$ cat src/rtl/game_pkg.sv
// Shared definitions for the tile game: grid geometry, fruit codes and dealer state encoding.
package game_pkg;

  localparam int unsigned NUM_CELLS  = 16;
  localparam int unsigned NUM_IMAGES = 8;
  localparam int unsigned COPIES     = 2;
  localparam int unsigned CELL_W     = 4;
  localparam int unsigned IMG_W      = 3;
  // Slot counts 0..NUM_CELLS inclusive, so it needs one bit more than a cell index.
  localparam int unsigned SLOT_W     = 5;
  localparam int unsigned CNT_W      = 2;

  typedef logic [IMG_W-1:0] img_t;

  localparam img_t AVOCADO    = 3'd0;
  localparam img_t APPLE      = 3'd1;
  localparam img_t COCONUT    = 3'd2;
  localparam img_t KIWI       = 3'd3;
  localparam img_t LEMON      = 3'd4;
  localparam img_t PEACH      = 3'd5;
  localparam img_t PEAR       = 3'd6;
  localparam img_t WATERMELON = 3'd7;

  typedef enum logic [1:0] {
    StIdle = 2'd0,
    StDeal = 2'd1,
    StDone = 2'd2
  } dealer_state_e;

endpackage

$ cat src/rtl/lfsr8.sv
// Free-running 8-bit Fibonacci LFSR, x^8+x^6+x^5+x^4+1; a zero seed is replaced by 1.
module lfsr8 (
  input  logic       clk,
  input  logic       reset,
  input  logic [7:0] seed_i,
  output logic [7:0] out_o
);

  logic [7:0] lfsr_q, lfsr_d;
  logic       fb;

  // Next value: shift left, feed back the tap parity into bit 0.
  always_comb begin
    fb     = lfsr_q[7] ^ lfsr_q[5] ^ lfsr_q[4] ^ lfsr_q[3];
    lfsr_d = {lfsr_q[6:0], fb};
  end

  // State register; an all-zero seed would lock the sequence, so load 1 instead.
  always_ff @(posedge clk) begin
    if (reset) begin
      lfsr_q <= (seed_i == 8'h00) ? 8'h01 : seed_i;
    end else begin
      lfsr_q <= lfsr_d;
    end
  end

  assign out_o = lfsr_q;

endmodule

$ cat src/rtl/board_dealer.sv
// Deals a 4x4 board with every fruit code placed exactly twice, in LFSR-driven order,
// and serves the finished board to the drawing stage through a combinational read port.
module board_dealer
  import game_pkg::*;
#(
  parameter logic [7:0] SEED = 8'hA5
) (
  input  logic              clk,
  input  logic              reset,
  input  logic              start_i,
  input  logic [CELL_W-1:0] rd_index_i,
  output logic [IMG_W-1:0]  rd_image_o,
  output logic              busy_o,
  output logic              done_o,
  output logic              done_pulse_o,
  output logic [SLOT_W-1:0] slot_o
);

  dealer_state_e     state_q, state_d;
  logic [SLOT_W-1:0] slot_q, slot_d;
  logic [CNT_W-1:0]  count_q [NUM_IMAGES];
  logic [CNT_W-1:0]  count_d [NUM_IMAGES];
  img_t              board_q [NUM_CELLS];
  img_t              board_d [NUM_CELLS];
  logic              busy_q, busy_d;
  logic              done_q, done_d;
  logic              pulse_q, pulse_d;

  logic [7:0]            lfsr_out;
  logic                  unused_lfsr_bits;
  img_t                  cand;
  img_t                  fallback;
  img_t                  pick;
  logic [NUM_IMAGES-1:0] free;

  lfsr8 u_lfsr (
    .clk    (clk),
    .reset  (reset),
    .seed_i (SEED),
    .out_o  (lfsr_out)
  );

  // Only the low bits choose a candidate fruit.
  assign unused_lfsr_bits = ^lfsr_out[7:IMG_W];

  // Pick: the LFSR candidate if it still has a free copy, else the lowest code with one.
  always_comb begin
    cand     = lfsr_out[IMG_W-1:0];
    fallback = AVOCADO;
    for (int i = 0; i < int'(NUM_IMAGES); i++) begin
      free[i] = (count_q[i] < CNT_W'(COPIES));
    end
    for (int i = int'(NUM_IMAGES) - 1; i >= 0; i--) begin
      if (free[i]) begin
        fallback = IMG_W'(i);
      end
    end
    pick = free[cand] ? cand : fallback;
  end

  // Next-state logic: accept start when idle/done, otherwise fill one cell per cycle.
  always_comb begin
    state_d = state_q;
    slot_d  = slot_q;
    count_d = count_q;
    board_d = board_q;
    busy_d  = busy_q;
    done_d  = done_q;
    pulse_d = 1'b0;
    unique case (state_q)
      StIdle, StDone: begin
        if (start_i) begin
          state_d = StDeal;
          slot_d  = '0;
          for (int i = 0; i < int'(NUM_IMAGES); i++) begin
            count_d[i] = '0;
          end
          for (int i = 0; i < int'(NUM_CELLS); i++) begin
            board_d[i] = AVOCADO;
          end
          busy_d = 1'b1;
          done_d = 1'b0;
        end
      end
      StDeal: begin
        board_d[slot_q[CELL_W-1:0]] = pick;
        count_d[pick]               = count_q[pick] + CNT_W'(1);
        slot_d                      = slot_q + SLOT_W'(1);
        if (slot_q == SLOT_W'(NUM_CELLS - 1)) begin
          state_d = StDone;
          busy_d  = 1'b0;
          done_d  = 1'b1;
          pulse_d = 1'b1;
        end
      end
      default: begin
        state_d = StIdle;
      end
    endcase
  end

  // State and board registers with synchronous reset.
  always_ff @(posedge clk) begin
    if (reset) begin
      state_q <= StIdle;
      slot_q  <= '0;
      busy_q  <= 1'b0;
      done_q  <= 1'b0;
      pulse_q <= 1'b0;
      for (int i = 0; i < int'(NUM_IMAGES); i++) begin
        count_q[i] <= '0;
      end
      for (int i = 0; i < int'(NUM_CELLS); i++) begin
        board_q[i] <= AVOCADO;
      end
    end else begin
      state_q <= state_d;
      slot_q  <= slot_d;
      busy_q  <= busy_d;
      done_q  <= done_d;
      pulse_q <= pulse_d;
      count_q <= count_d;
      board_q <= board_d;
    end
  end

  assign rd_image_o   = board_q[rd_index_i];
  assign busy_o       = busy_q;
  assign done_o       = done_q;
  assign done_pulse_o = pulse_q;
  assign slot_o       = slot_q;

endmodule

$ cat config.mk
export PLATFORM = sky130hd
export DESIGN_NAME = board_dealer
export DESIGN_NICKNAME = d
export VERILOG_FILES = /design/src/rtl/game_pkg.sv /design/src/rtl/lfsr8.sv /design/src/rtl/board_dealer.sv
export SDC_FILE = /design/constraint.sdc
export NUM_CORES = 1
export LEC_CHECK = 0
export CAP_MARGIN = 20
export CORE_ASPECT_RATIO = 1.4
export CORE_MARGIN = 3
export CORE_UTILIZATION = 45
export DETAILED_ROUTE_END_ITERATION = 10
export DONT_BUFFER_PORTS = 1
export GPL_ROUTABILITY_DRIVEN = 0
export GPL_TIMING_DRIVEN = 1
export SETUP_SLACK_MARGIN = 0.5
export SLEW_MARGIN = 15
export SYNTH_ARGS = -nofsm -noshare
export SYNTH_HDL_FRONTEND = slang
export SYNTH_SLANG_ARGS = --single-unit
$ cat constraint.sdc
create_clock -name clk -period 8 [get_ports clk]
set_clock_uncertainty 0.05 [all_clocks]
set_input_delay 2 -clock clk [delete_from_list [all_inputs] [get_ports clk]]
set_output_delay 2 -clock clk [all_outputs]
set_load 0.005 [all_outputs]
# Word level (Yosys, flattened, before mapping)
# Cells that the tools add are included.
# op_classes
magnitude_cmp	14
n_addsub	2
eq_ne	5
mux	39
reduce_logical	9
n_bitwise	7
# op_table
operator	n
$pmux W48 S2	1
$bwmux W48	1
$mux W48	1
$mux W3	12
$pmux W16 S2	1
$bwmux W16	1
$lt A2 B2 Y1 const B	8
$mux W16	1
$bmux W3 S4	1
$demux W3 S4	1
$ge A5 B5 Y1 const B	2
$mux W2	5
$not A4 Y5	2
$pmux W5 S2	1
$bmux W2 S3	1
$demux W2 S3	1
$mux W1	6
$add A5 B1 Y5 const B	1
$eq A5 B4 Y1 const B	1
$lt A5 B1 Y1 const B	1
$mux W5	1
$ge A4 B4 Y1 const B	1
$lt A3 B4 Y1 const B	1
$lt A4 B1 Y1 const B	1
16 further kinds	23
# totals
inputBits	7
output_inout_bits	11
word_cells	106
register_bits	82

# Depth between registers and ports, before layout
# Gate-level depths: netlist (run 1).
# logic_depth
depth_word	17
depth_mapped	11
ltp_nobuf	8

# Cells and area by module
# From an unflattened synthesis (run 1), not the netlist that was laid out.
# hier_totals
hier_cells	443
area_unflattened_um2	3928.8
# by_module_without_submodules
mod	instances	area_each_um2	cells_per_inst	seq_area_each_um2
board_dealer	1	3632.2	420	1481.4
lfsr8	1	296.5	23	160.2

# Worst setup path after synthesis (run 1)
# Ideal clock, no wire load.
# synth_path
kind	input port to output port
from	input rd_index_i[0]
to	output rd_image_o[0]
cell_stages	3
n_path_buf	1
t_required_ns	5.950
path_slack_ns	2.445
t_arrival_ns	3.505
path_cell_list	buf_1 > mux4_2 > mux4_2
# synth_via
elab_chain_cells	4
# synth_rtl
item	line	rtl
start: declaration	board_dealer.sv:11	input logic [CELL_W-1:0] rd_index_i,
$not A4 Y5 (not written as such)	board_dealer.sv:127	assign rd_image_o = board_q[rd_index_i];
$bmux W3 S4	board_dealer.sv:127	
$mux W3 (not written as such) (2 in a row)	board_dealer.sv:127	
end: declaration	board_dealer.sv:12	output logic [IMG_W-1:0] rd_image_o,
# Every way passes these cells. The select of a mux whose other input is x is not followed.

# Worst setup path after layout (run 1)
# layout_path
from	input rd_index_i[0]
to	output rd_image_o[2]
# Same word-level chain as after synthesis.

==> summary.md, run 1 <==
| Metric | Value |
|---|---|
| Area grow syn2layout | 7.91% |
| Post-route antenna net violation count | 0 |
| Worst hold path type | reg -> reg |
| Cell area after layout | roughly 4200 um2 |
| Slew margin rel. | a little over two fifths |
| Result of the run | complete, no violations |
| Rows | 39 |
| Delay of the slowest critical-path stage | 0.53 ns |
| Die area | just under 10000 um2 |
| Post-synth top area cell | dfxtp_1 |
| Routed wire length | slightly above 10000 um |
| Crit-path max FO | 12 |
| Critical path's most frequent cell | mux4_2 |
| CP endpoint kind | output pin |
| Cts hold-fix bufs | 0 |
| Port buffer count | 0 |
| Final Hold Fails | 0 |
| Yosys warning count | 0 |
| Synth Instances | approximately 450 |
| Crit-path slowest cell | mux4_2 |
| Initial DRC count | 276 |
| PostCTS Resize Cnt | 0 |
| Max Fclk | between 150 and 200 MHz |
| Final net count | roughly 450 |
| Initial antenna violation count | 0 |
| CP cell instances | mux4_2 -> mux4_2 |
| Maximum vdd drop | between 100 and 150 uV |
| Cell variety after synth | 43 |
| Critical Path AT | 3.00 ns |
| All-Layer GR Usage | between 20% and 30% |
| Async SR Flop Fraction | 0% |
| Synth area leaders | dfxtp_1, mux4_2, nand3_1, a21oi_1, nand2_1 |
| Via count | 3277 |
| NetSw | 0.000221 W |
| Maximum number of pins on one net before global-route repair | 83 |
| Placed cell areas | 3910 um2 |
| Core Box Area | 8300 um2 |
| Dominant synthesized flop cell | dfxtp_1 |
| Skew-Pair Late Insertion Delay | between 0.3 and 0.4 ns |
| WP buf/inv | 0 |
| Mapped cell area | between 3000 and 4000 um2 |
| # fillers | just over 800 |
| Sw Share | between 20 and 25% |
| Area of the multi-input gates | roughly 2100 um2 |
| CP startpoint kind | input pin |
| RSZ-0062 raised after global routing | false |
| Initial Utilization | 46.7% |
| Setup Viol. Count Final | 0 |
| Number of max-cap violations | 0 |
| Commonest non-fill, non-tap cells in the layout | dfxtp_1, nand3_1, a21oi_1 |
| Post-route minimum period | about 5.1 ns |
| FF/Latch Area | roughly 1600 um2 |
| Clock power share | 42.7% |
| Cell Int Power | about 0.00067 W |
| Register area share after synthesis | approximately 42% |
| H-tree depth | 3 |
| HPWL after DPL | ~7000 um |
| Final worst-path cycle share | 63.1% |
| DRC viols | 0 |
| DIE WIDTH | 84.5 um |
| Layout cell share with drive strength beyond 1 | between 10 and 15% |
| Clock sinks | just over 80 |
| Clk root buf | clkbuf_16 |
| CTS tree | built |
| Fin Setup TNS | 0 ns |
| WP data required | 5.95 ns |
| Vias in the first global route | around 3200 |
| First-pass GRT wire length | ~16000 um |
| EDFF count, synth | 0 |
| Reg power frac | about 48% |
| Post-CTS setup buffer count | 0 |
| Synthesized area per cell | around 8.5 um2 |
| P_leak | 1.34 nW |
| Synth top area share | between 40% and 50% |
| Clock slew at reported path FFs | 0.06 ns |
| Slew of the pin with the lowest slew margin | roughly 0.85 ns |
| Pwr dens | between 200 and 250 nW/um2 |
| Via density | between 6 and 7 |
| Gr ovfl total | 0 |
| Critical path type | in -> out |
| Yosys reg bits | 82 |
| Combinational fraction of design power | a little under a tenth |
| I/O Pins | 18 |
| Max Slew Vio Count | 0 |
| Maximum root-to-sink buffer count | 2 |
| Commonest non-fill, non-tap cell in the layout | dfxtp_1 |
| Die Ht | 116 um |
| Crit-path leading delay family | multiplexers |
| CTS Buf Count | 9 |
| Mapped Nets | 466 |
| Antenna cell count | 0 |
| DR WL/cell | ~19 um |
| Drt pass-1 iters | 5 |
[Yosys cell counts (3+ instances only)]
| master | count |
|---|---|
| nand2_1 | 56 |
| clkbuf_1 | 24 |
| nor3_1 | 3 |
| nand4_1 | 7 |
| nand3_1 | 67 |
| mux4_2 | 17 |
| a31oi_1 | 7 |
| a21oi_1 | 58 |
| a32oi_1 | 7 |
| dfxtp_1 | 82 |
| inv_1 | 7 |
| nor2_1 | 44 |
| nand2b_1 | 13 |
| or2_2 | 4 |
| nor2b_1 | 11 |
| ha_1 | 5 |
| or2_1 | 7 |
[per-stage QoR]
stage                     worst slack, ns  power (W)  hold WS, ns  std cells  util [%]
after floorplan                      2.45   0.000504        0.339        454         -
after global routing                 2.94   0.000921        0.395        546      50.4
after global placement               2.96   0.000516        0.345        530      47.1
final                                2.95   0.000890        0.380        546      50.4
after detailed placement             2.95   0.000517        0.373        530      47.1
after CTS                            2.95   0.000895        0.386        545      50.3
[cell type report]
cell class                 instances  area share [%]
multi-input combinational        336            49.9
sequential                        82            39.2
clock buffer                      12            6.13
tap                              102            3.05
timing repair buffer               4           0.718
inverter                           7           0.628
clock inverter                     3           0.359
[layer usage]
layer	wire length (um)	vias to the layer above	GRT usage, %
li1	-	1597	-
met1	4010	1564	24.2
met2	5070	82	38.1
met3	475	34	3.91
met4	581	0	14.5
met5	0	-	0
[sequential cells by signal, indices dropped and copies added (netlist names)]
name          cells
done_pulse_o      1
u_lfsr.out_o      8
state_q           2
busy_o            1
board_q          48
slot_o            5
done_o            1
count_q          16
[final timing paths]
check                        startpoint                    endpoint  slack (ns)  cells after the start
max                       rd_index_i[0]               rd_image_o[2]        2.95                      2
min          u_lfsr.out_o[6]$_SDFF_PP0_  u_lfsr.out_o[7]$_SDFF_PP1_        0.38                      1
max reg2reg  u_lfsr.out_o[0]$_SDFF_PP1_    count_q[15]$_SDFFE_PP0P_        4.92                      8
min reg2reg  u_lfsr.out_o[6]$_SDFF_PP0_  u_lfsr.out_o[7]$_SDFF_PP1_        0.38                      1
[cell families (layout without fill, tap and decap cells)]
logic type / after synthesis / count (layout) / share of synthesized area, %
compound gates: 89 / 89 / 14.1
xor+xnor: 3 / 3 / 0.678
fa+ha+maj: 5 / 5 / 1.61
buf+inv: 36 / 26 / 3.90
flops: 82 / 82 / 42.3
mux: 19 / 19 / 10.5
simple gates: 220 / 220 / 26.9
[power groups by stage]
| stage | Sequential, W | Clock (W) | Combinational [W] |
|---|---|---|---|
| after global routing | 0.000427 | 0.000403 | 0.0000912 |
| after floorplan | 0.000431 | 0 | 0.0000727 |
| final | 0.000426 | 0.000380 | 0.0000843 |
| after detailed placement | 0.000435 | 0 | 0.0000819 |
| after global placement | 0.000435 | 0 | 0.0000811 |
| after CTS | 0.000426 | 0.000387 | 0.0000822 |
Power figures use the tool's default switching activity.
==> run 2, diff against run 1 <==
--- a/config.mk
+++ b/config.mk
@@ -5,6 +5,7 @@
 export SDC_FILE = /design/constraint.sdc
 export NUM_CORES = 1
 export LEC_CHECK = 0
+export ABC_AREA = 1
 export CAP_MARGIN = 20
 export CORE_ASPECT_RATIO = 1.4
 export CORE_MARGIN = 3
==> constraint.sdc (replaced) <==
create_clock -name clk -period 4.85 [get_ports clk]
set_clock_uncertainty 0.05 [all_clocks]
set_input_delay 1.2125 -clock clk [delete_from_list [all_inputs] [get_ports clk]]
set_output_delay 1.2125 -clock clk [all_outputs]
set_load 0.005 [all_outputs]
==> run 2 against run 1 <==
Compared with the run above:
- combinational power is 99% higher
- count of clock-buffer cells in the layout is 3 lower
- die area is 3.1% higher
- routed wire length is 5.9% lower
- synthesized cell count is 26% higher
- critical path type unchanged
- largest cell class unchanged
- highest routed layer unchanged
==> summary.md, run 2 <==
| Metric | Value |
|---|---|
| CP endpoint kind | output pin (unchanged) |
| Clock sinks | 82 (unchanged) |
| R2r setup slk | 2.64 ns (was 4.92 ns) |
| CTS tree | built (unchanged) |
| Antenna cell count | 0 (unchanged) |
| Die area | 10100 um2 (was 9780 um2) |
| CP startpoint kind | input pin (unchanged) |
| Pwr dens | 366 nW/um2 (was 213 nW/um2) |
| Post-route antenna net violation count | 0 (unchanged) |
| Vias in the first global route | 3473 (was 3189) |
| Routed wire length | 9530 um (was 10100 um) |
| Worst reg2reg path depth | 14 (was 8) |
| Result of the run | complete, no violations (unchanged) |
| Die Ht | 118 um (was 116 um) |
| Reg2reg start | u_lfsr.out_o[0]$_SDFF_PP1_ (unchanged) |
| Met2 wire len | 5100 um (was 5070 um) |
| Met3 routed WL | 287 um (was 475 um) |
| Slew of the pin with the lowest slew margin | 0.582 ns (was 0.848 ns) |
| Async SR Flop Fraction | 0% (unchanged) |
| Mapped cell area | 4010 um2 (was 3880 um2) |
| Final net count | 571 (was 452) |
| Post-route minimum period | ~3.1 ns |
| EDFF count, synth | 0 (unchanged) |
| Synthesized area per cell | 7.03 um2 (was 8.54 um2) |
| Final worst-path cycle share | approximately 64% |
| Combinational fraction of design power | 10.4% (was 9.5%) |
| Dominant synthesized flop cell | dfxtp_1 (unchanged) |
| RR Endpoint | count_q[12]$_SDFFE_PP0P_ (was count_q[15]$_SDFFE_PP0P_) |
| Clock power share | 46.1% (was 42.7%) |
| DR WL/cell | 14.3 um (was 18.6 um) |
| I/O Pins | 18 (unchanged) |
| Initial Utilization | 46.5% (was 46.7%) |
| Clk root buf | clkbuf_16 (unchanged) |
| All-Layer GR Usage | 19.6% (was 21.8%) |
| Cell variety after synth | 33 (was 43) |
| Via count | 3572 (was 3277) |
| DIE WIDTH | 85.7 um (was 84.5 um) |
| Cell area after layout | 4390 um2 (was 4180 um2) |
| P_leak | 1.55 nW (was 1.34 nW) |
| PostCTS Resize Cnt | 0 (unchanged) |
| Max Fclk | ~320 MHz |
| Commonest non-fill, non-tap cell in the layout | nand2_1 (was dfxtp_1) |
| Sw Share | 25.9% (was 24.8%) |
| Wl on met1 | 3990 um (was 4010 um) |
| DR top layer | met4 (unchanged) |
| Rows | 40 (was 39) |
| H-tree depth | 3 (unchanged) |
| Register area share after synthesis | 41.0% (was 42.3%) |
| Crit-path max FO | 13 (was 12) |
| Synth area leaders | dfxtp_1, nand2_1, a21oi_1, nand3_1, nor2_1 (was dfxtp_1, mux4_2, nand3_1, a21oi_1, nand2_1) |
| HPWL after DPL | 6670 um (was 6870 um) |
| Crit path to | rd_image_o[1] (was rd_image_o[2]) |
| Gr ovfl total | 0 (unchanged) |
| Via density | 5.34 (was 6.00) |
| Cts hold-fix bufs | 0 (unchanged) |
| Number of max-cap violations | 0 (unchanged) |
| Synth Instances | 570 (was 454) |
| Post-CTS setup buffer count | 0 (unchanged) |
| Slew margin rel. | 61.0% (was 42.7%) |
| Tot Pwr | 0.00161 W (was 0.000890 W) |
| CTS Buf Count | 9 (unchanged) |
| First-pass GRT wire length | 15900 um (was 16400 um) |
| Yosys reg bits | 82 (unchanged) |
| Maximum vdd drop | 201 uV (was 140 uV) |
| Skew-Pair Late Insertion Delay | 0.34 ns (was 0.33 ns) |
| NetSw | 0.000416 W (was 0.000221 W) |
| Initial DRC count | 222 (was 276) |
| DRC viols | 0 (unchanged) |
| Maximum number of pins on one net before global-route repair | 80 (was 83) |
| Core Box Area | 8610 um2 (was 8300 um2) |
| Mapped Nets | 582 (was 466) |
| Max Slew Vio Count | 0 (unchanged) |
| Most numerous cell in the Yosys netlist | nand2_1 (was dfxtp_1) |
| CP Launch Point | rd_index_i[1] (was rd_index_i[0]) |
| Setup Viol. Count Final | 0 (unchanged) |
| Yosys warning count | 0 (unchanged) |
| Synth top area share | 41.0% (was 42.3%) |
| Worst hold path type | reg -> reg (unchanged) |
| Clock slew at reported path FFs | 0.06 ns (about the same) |
| Cell Int Power | 0.00119 W (was 0.000669 W) |
| Most flop-heavy register | board_q (unchanged) |
| Commonest non-fill, non-tap cells in the layout | nand2_1, dfxtp_1, a21oi_1 (was dfxtp_1, nand3_1, a21oi_1) |
| Reg power frac | 43.4% (was 47.8%) |
| Placed cell areas | 4070 um2 (was 3910 um2) |
| Critical path type | in -> out (unchanged) |
| Initial antenna violation count | 0 (unchanged) |
| Critical Path AT | 1.86 ns (was 3.00 ns) |
| Post-synth top cells | nand2_1, dfxtp_1, a21oi_1, nor2_1, nand3_1 (was dfxtp_1, nand3_1, a21oi_1, nand2_1, nor2_1) |
| Layout cell share with drive strength beyond 1 | 10.1% (was 11.0%) |
| WP data required | 3.59 ns (was 5.95 ns) |
| Maximum root-to-sink buffer count | 2 (unchanged) |
| Max reg flops | 48 (unchanged) |
| Drt pass-1 iters | 4 (was 5) |
| Area grow syn2layout | 9.62% (was 7.91%) |
| Port buffer count | 0 (unchanged) |
| Final Hold Fails | 0 (unchanged) |
| Fin Setup TNS | 0 ns (unchanged) |
| RSZ-0062 raised after global routing | false (unchanged) |
| Post-synth top area cell | dfxtp_1 (unchanged) |
-- run 2: logic make-up after synthesis --
group,Yosys count,share of synthesized area (%)
DFF,82,41.0
muxes,12,3.00
adders and majority gates,5,1.56
buffers and inverters,72,7.00
AOI/OAI and AO/OA,118,16.6
xor gates and xnor gates,2,0.437
and+or+nand+nor,279,30.5
-- run 2: routing by layer --
layer  track usage (%)  vias to the layer above
li1                  -                     1845
met1              22.0                     1678
met2              35.2                       35
met3              3.78                       14
met4              8.32                        0
met5                 0                        -
-- run 2: worst min path at each step --
stage,startpoint,endpoint,slack [ns],depth (start not counted)
after global routing,u_lfsr.out_o[6]$_SDFF_PP0_,u_lfsr.out_o[7]$_SDFF_PP1_,0.37,1
after CTS,u_lfsr.out_o[6]$_SDFF_PP0_,u_lfsr.out_o[7]$_SDFF_PP1_,0.37,1
after global placement,u_lfsr.out_o[6]$_SDFF_PP0_,u_lfsr.out_o[7]$_SDFF_PP1_,0.34,1
after detailed placement,u_lfsr.out_o[6]$_SDFF_PP0_,u_lfsr.out_o[7]$_SDFF_PP1_,0.35,1
after floorplan,u_lfsr.out_o[6]$_SDFF_PP0_,u_lfsr.out_o[7]$_SDFF_PP1_,0.34,1
final,u_lfsr.out_o[6]$_SDFF_PP0_,u_lfsr.out_o[7]$_SDFF_PP1_,0.36,1
-- run 2: power groups by stage --
stage	combinational, W	clock (W)	sequential [W]
after floorplan	0.000146	0	0.000710
after global placement	0.000162	0	0.000713
after detailed placement	0.000169	0	0.000714
after CTS	0.000169	0.000757	0.000698
after global routing	0.000189	0.000782	0.000700
final	0.000168	0.000742	0.000698
-- run 2: worst max-delay path: stages --
cell      delay [ns]
inv_1           0.22
o21ai_0         0.16
o211ai_1        0.18
nand2_1         0.09
-- run 2: final cells by class --
type	count	area [um2]
fillers	894	4220
clock inverters	7	100
well taps	105	131
multi-input cells	416	2080
repair buffers	3	30.0
flip-flops and latches	82	1640
clock buffers	9	225
inverters	47	179
-- run 2: through the flow --
stage	std cells	hold WS (ns)	util, %	worst slack (ns)
after global placement	652	0.345	47.0	1.77
after floorplan	570	0.339	-	1.34
final	669	0.364	51.0	1.73
after detailed placement	653	0.355	47.2	1.73
after CTS	669	0.367	51.0	1.73
after global routing	669	0.368	51.0	1.61
==> run 3, diff against run 2 <==
==> constraint.sdc (replaced) <==
create_clock -name clk -period 2.6 [get_ports clk]
set_clock_uncertainty 0.05 [all_clocks]
set_input_delay 0.65 -clock clk [delete_from_list [all_inputs] [get_ports clk]]
set_output_delay 0.65 -clock clk [all_outputs]
set_load 0.005 [all_outputs]
==> run 3 against run 2 <==
Compared with the run above:
- hold slack got worse by 0.045 ns
- utilization rose by 0.15 points
- design area is 0.28% higher
- largest cell class unchanged
- register-to-register slack worse by 2.0 ns
- global-route usage is 0.98 points higher
- combinational power increased by 99%
==> summary.md, run 3 (same netlist as run 2, synthesis figures left out) <==
| Metric | Value |
|---|---|
| Port buffer count | 0 (unchanged) |
| Layout cell share with drive strength beyond 1 | 12.7% (was 10.1%) |
| Clock sinks | 82 (unchanged) |
| First-pass GRT wire length | 16600 um (was 15900 um) |
| Worst hold path type | in -> reg (was reg -> reg) |
| Crit-path max FO | 13 (unchanged) |
| Max Fclk | roughly 500 MHz |
| Maximum root-to-sink buffer count | 2 (unchanged) |
| Pwr dens | 642 nW/um2 (was 366 nW/um2) |
| RSZ-0062 raised after global routing | true (was false) |
| Gr ovfl total | 0 (unchanged) |
| WP data required | 1.90 ns (was 3.59 ns) |
| Post-route minimum period | ~2.0 ns |
| Area grow syn2layout | 9.93% (was 9.62%) |
| Core Box Area | 8610 um2 (unchanged) |
| Commonest non-fill, non-tap cells in the layout | nand2_1, a21oi_1, dfxtp_1 (was nand2_1, dfxtp_1, a21oi_1) |
| Commonest non-fill, non-tap cell in the layout | nand2_1 (unchanged) |
| Maximum number of pins on one net before global-route repair | 80 (unchanged) |
| All-Layer GR Usage | 20.6% (was 19.6%) |
| DR top layer | met4 (unchanged) |
| DRC viols | 0 (unchanged) |
| Wl on met1 | 4190 um (was 3990 um) |
| Skew-Pair Late Insertion Delay | 0.34 ns (about the same) |
| Final net count | 575 (was 571) |
| Result of the run | complete, no violations (unchanged) |
| P_leak | 1.54 nW (was 1.55 nW) |
| CTS tree | built (unchanged) |
| # fillers | 898 (was 894) |
| Initial Utilization | 46.5% (unchanged) |
| Final Hold Fails | 0 (unchanged) |
| Routed wire length | 9890 um (was 9530 um) |
| Post-route antenna net violation count | 0 (unchanged) |
| Tot Pwr | 0.00283 W (was 0.00161 W) |
| Critical path type | in -> out (unchanged) |
| Setup Viol. Count Final | 0 (unchanged) |
| Max Slew Vio Count | 0 (unchanged) |
| Initial antenna violation count | 0 (unchanged) |
| Util after Layout | 51.1% (was 51.0%) |
| Via density | 5.37 (was 5.34) |
| DR WL/cell | 14.7 um (was 14.3 um) |
| Hold WS | 0.319 ns (was 0.364 ns) |
| I/O Pins | 18 (unchanged) |
| Number of max-cap violations | 0 (unchanged) |
| Die Ht | 118 um (unchanged) |
| Maximum vdd drop | 387 uV (was 201 uV) |
| Max reg flops | 48 (unchanged) |
| Initial DRC count | 167 (was 222) |
| Fin Setup TNS | 0 ns (unchanged) |
| Clock slew at reported path FFs | 0.06 ns (about the same) |
| Drt pass-1 iters | 4 (unchanged) |
| Via count | 3613 (was 3572) |
| Vias in the first global route | 3526 (was 3473) |
| Slew of the pin with the lowest slew margin | 0.585 ns (was 0.582 ns) |
| DIE WIDTH | 85.7 um (unchanged) |
| Clk root buf | clkbuf_16 (unchanged) |
| Die area | 10100 um2 (unchanged) |
| HPWL after DPL | 6870 um (was 6670 um) |
| Slew margin rel. | 60.8% (was 61.0%) |
| Met3 routed WL | 274 um (was 287 um) |
| H-tree depth | 3 (unchanged) |
| Critical Path AT | 1.32 ns (was 1.86 ns) |
| Most flop-heavy register | board_q (unchanged) |
| CTS Buf Count | 9 (unchanged) |
| Antenna cell count | 0 (unchanged) |
| Met2 wire len | 5160 um (was 5100 um) |
| CP startpoint kind | input pin (unchanged) |
| CP endpoint kind | output pin (unchanged) |
| Final worst-path cycle share | approximately 78% |
| Rows | 40 (unchanged) |
run 3: path summary, 6_finish.rpt:
kind                               from                          to  slack [ns]  cells after the start
max                       rd_index_i[1]               rd_image_o[1]        0.58                      4
min                               reset    board_q[15]$_SDFFE_PP0P_        0.32                      1
max reg2reg  u_lfsr.out_o[0]$_SDFF_PP1_    count_q[12]$_SDFFE_PP0P_        0.69                     15
min reg2reg  u_lfsr.out_o[6]$_SDFF_PP0_  u_lfsr.out_o[7]$_SDFF_PP1_        0.36                      1
run 3: cell type report:
class                           instances  area (um2)  area share (%)
Clock buffer                            9         225            5.12
Tap cell                              105         131            2.98
Multi-Input combinational cell        416        2100            47.8
Timing Repair Buffer                    7        52.6            1.19
Sequential cell                        82        1650            37.5
Inverter                               47         183            4.15
Clock inverter                          7        55.1            1.25
run 3: repair_timing:
| action | 4_1_cts | 5_1_grt |
|---|---|---|
| gates resized for setup | 0 | 15 |
| buffers inserted | 0 | 2 |
| setup endpoints to repair | 0 | 16 |
| hold buffers | 0 | 0 |
run 3: critical path: stages:
cell and delay, ns:
clkinvlp_4 0.16, o21ai_0 0.29, o211ai_1 0.11, nand2_1 0.10
run 3: metrics by stage:
| stage | worst slack, ns | instance area (um2) | instances |
|---|---|---|---|
| global route | 0.493 | 4400 | 673 |
| floorplan | 0.498 | 4040 | 570 |
| finish | 0.584 | 4400 | 673 |
| CTS | 0.510 | 4350 | 671 |
| detailed placement | 0.519 | 4070 | 655 |
| global placement | 0.504 | 4070 | 655 |
run 3: report_power, final:
| part | switching [W] | leakage (nW) | internal, W |
|---|---|---|---|
| Combinational | 0.000230 | 0.736 | 0.000104 |
| Sequential | 0.0000220 | 0.667 | 0.00128 |
| Clock | 0.000539 | 0.132 | 0.000653 |
| Total | 0.000790 | 1.54 | 0.00204 |
run 3: metal layers:
metal  up-vias  track usage [%]
li1       1851                -
met1      1698             24.1
met2        47             36.2
met3        17             3.36
met4         0             8.91
met5         -                0
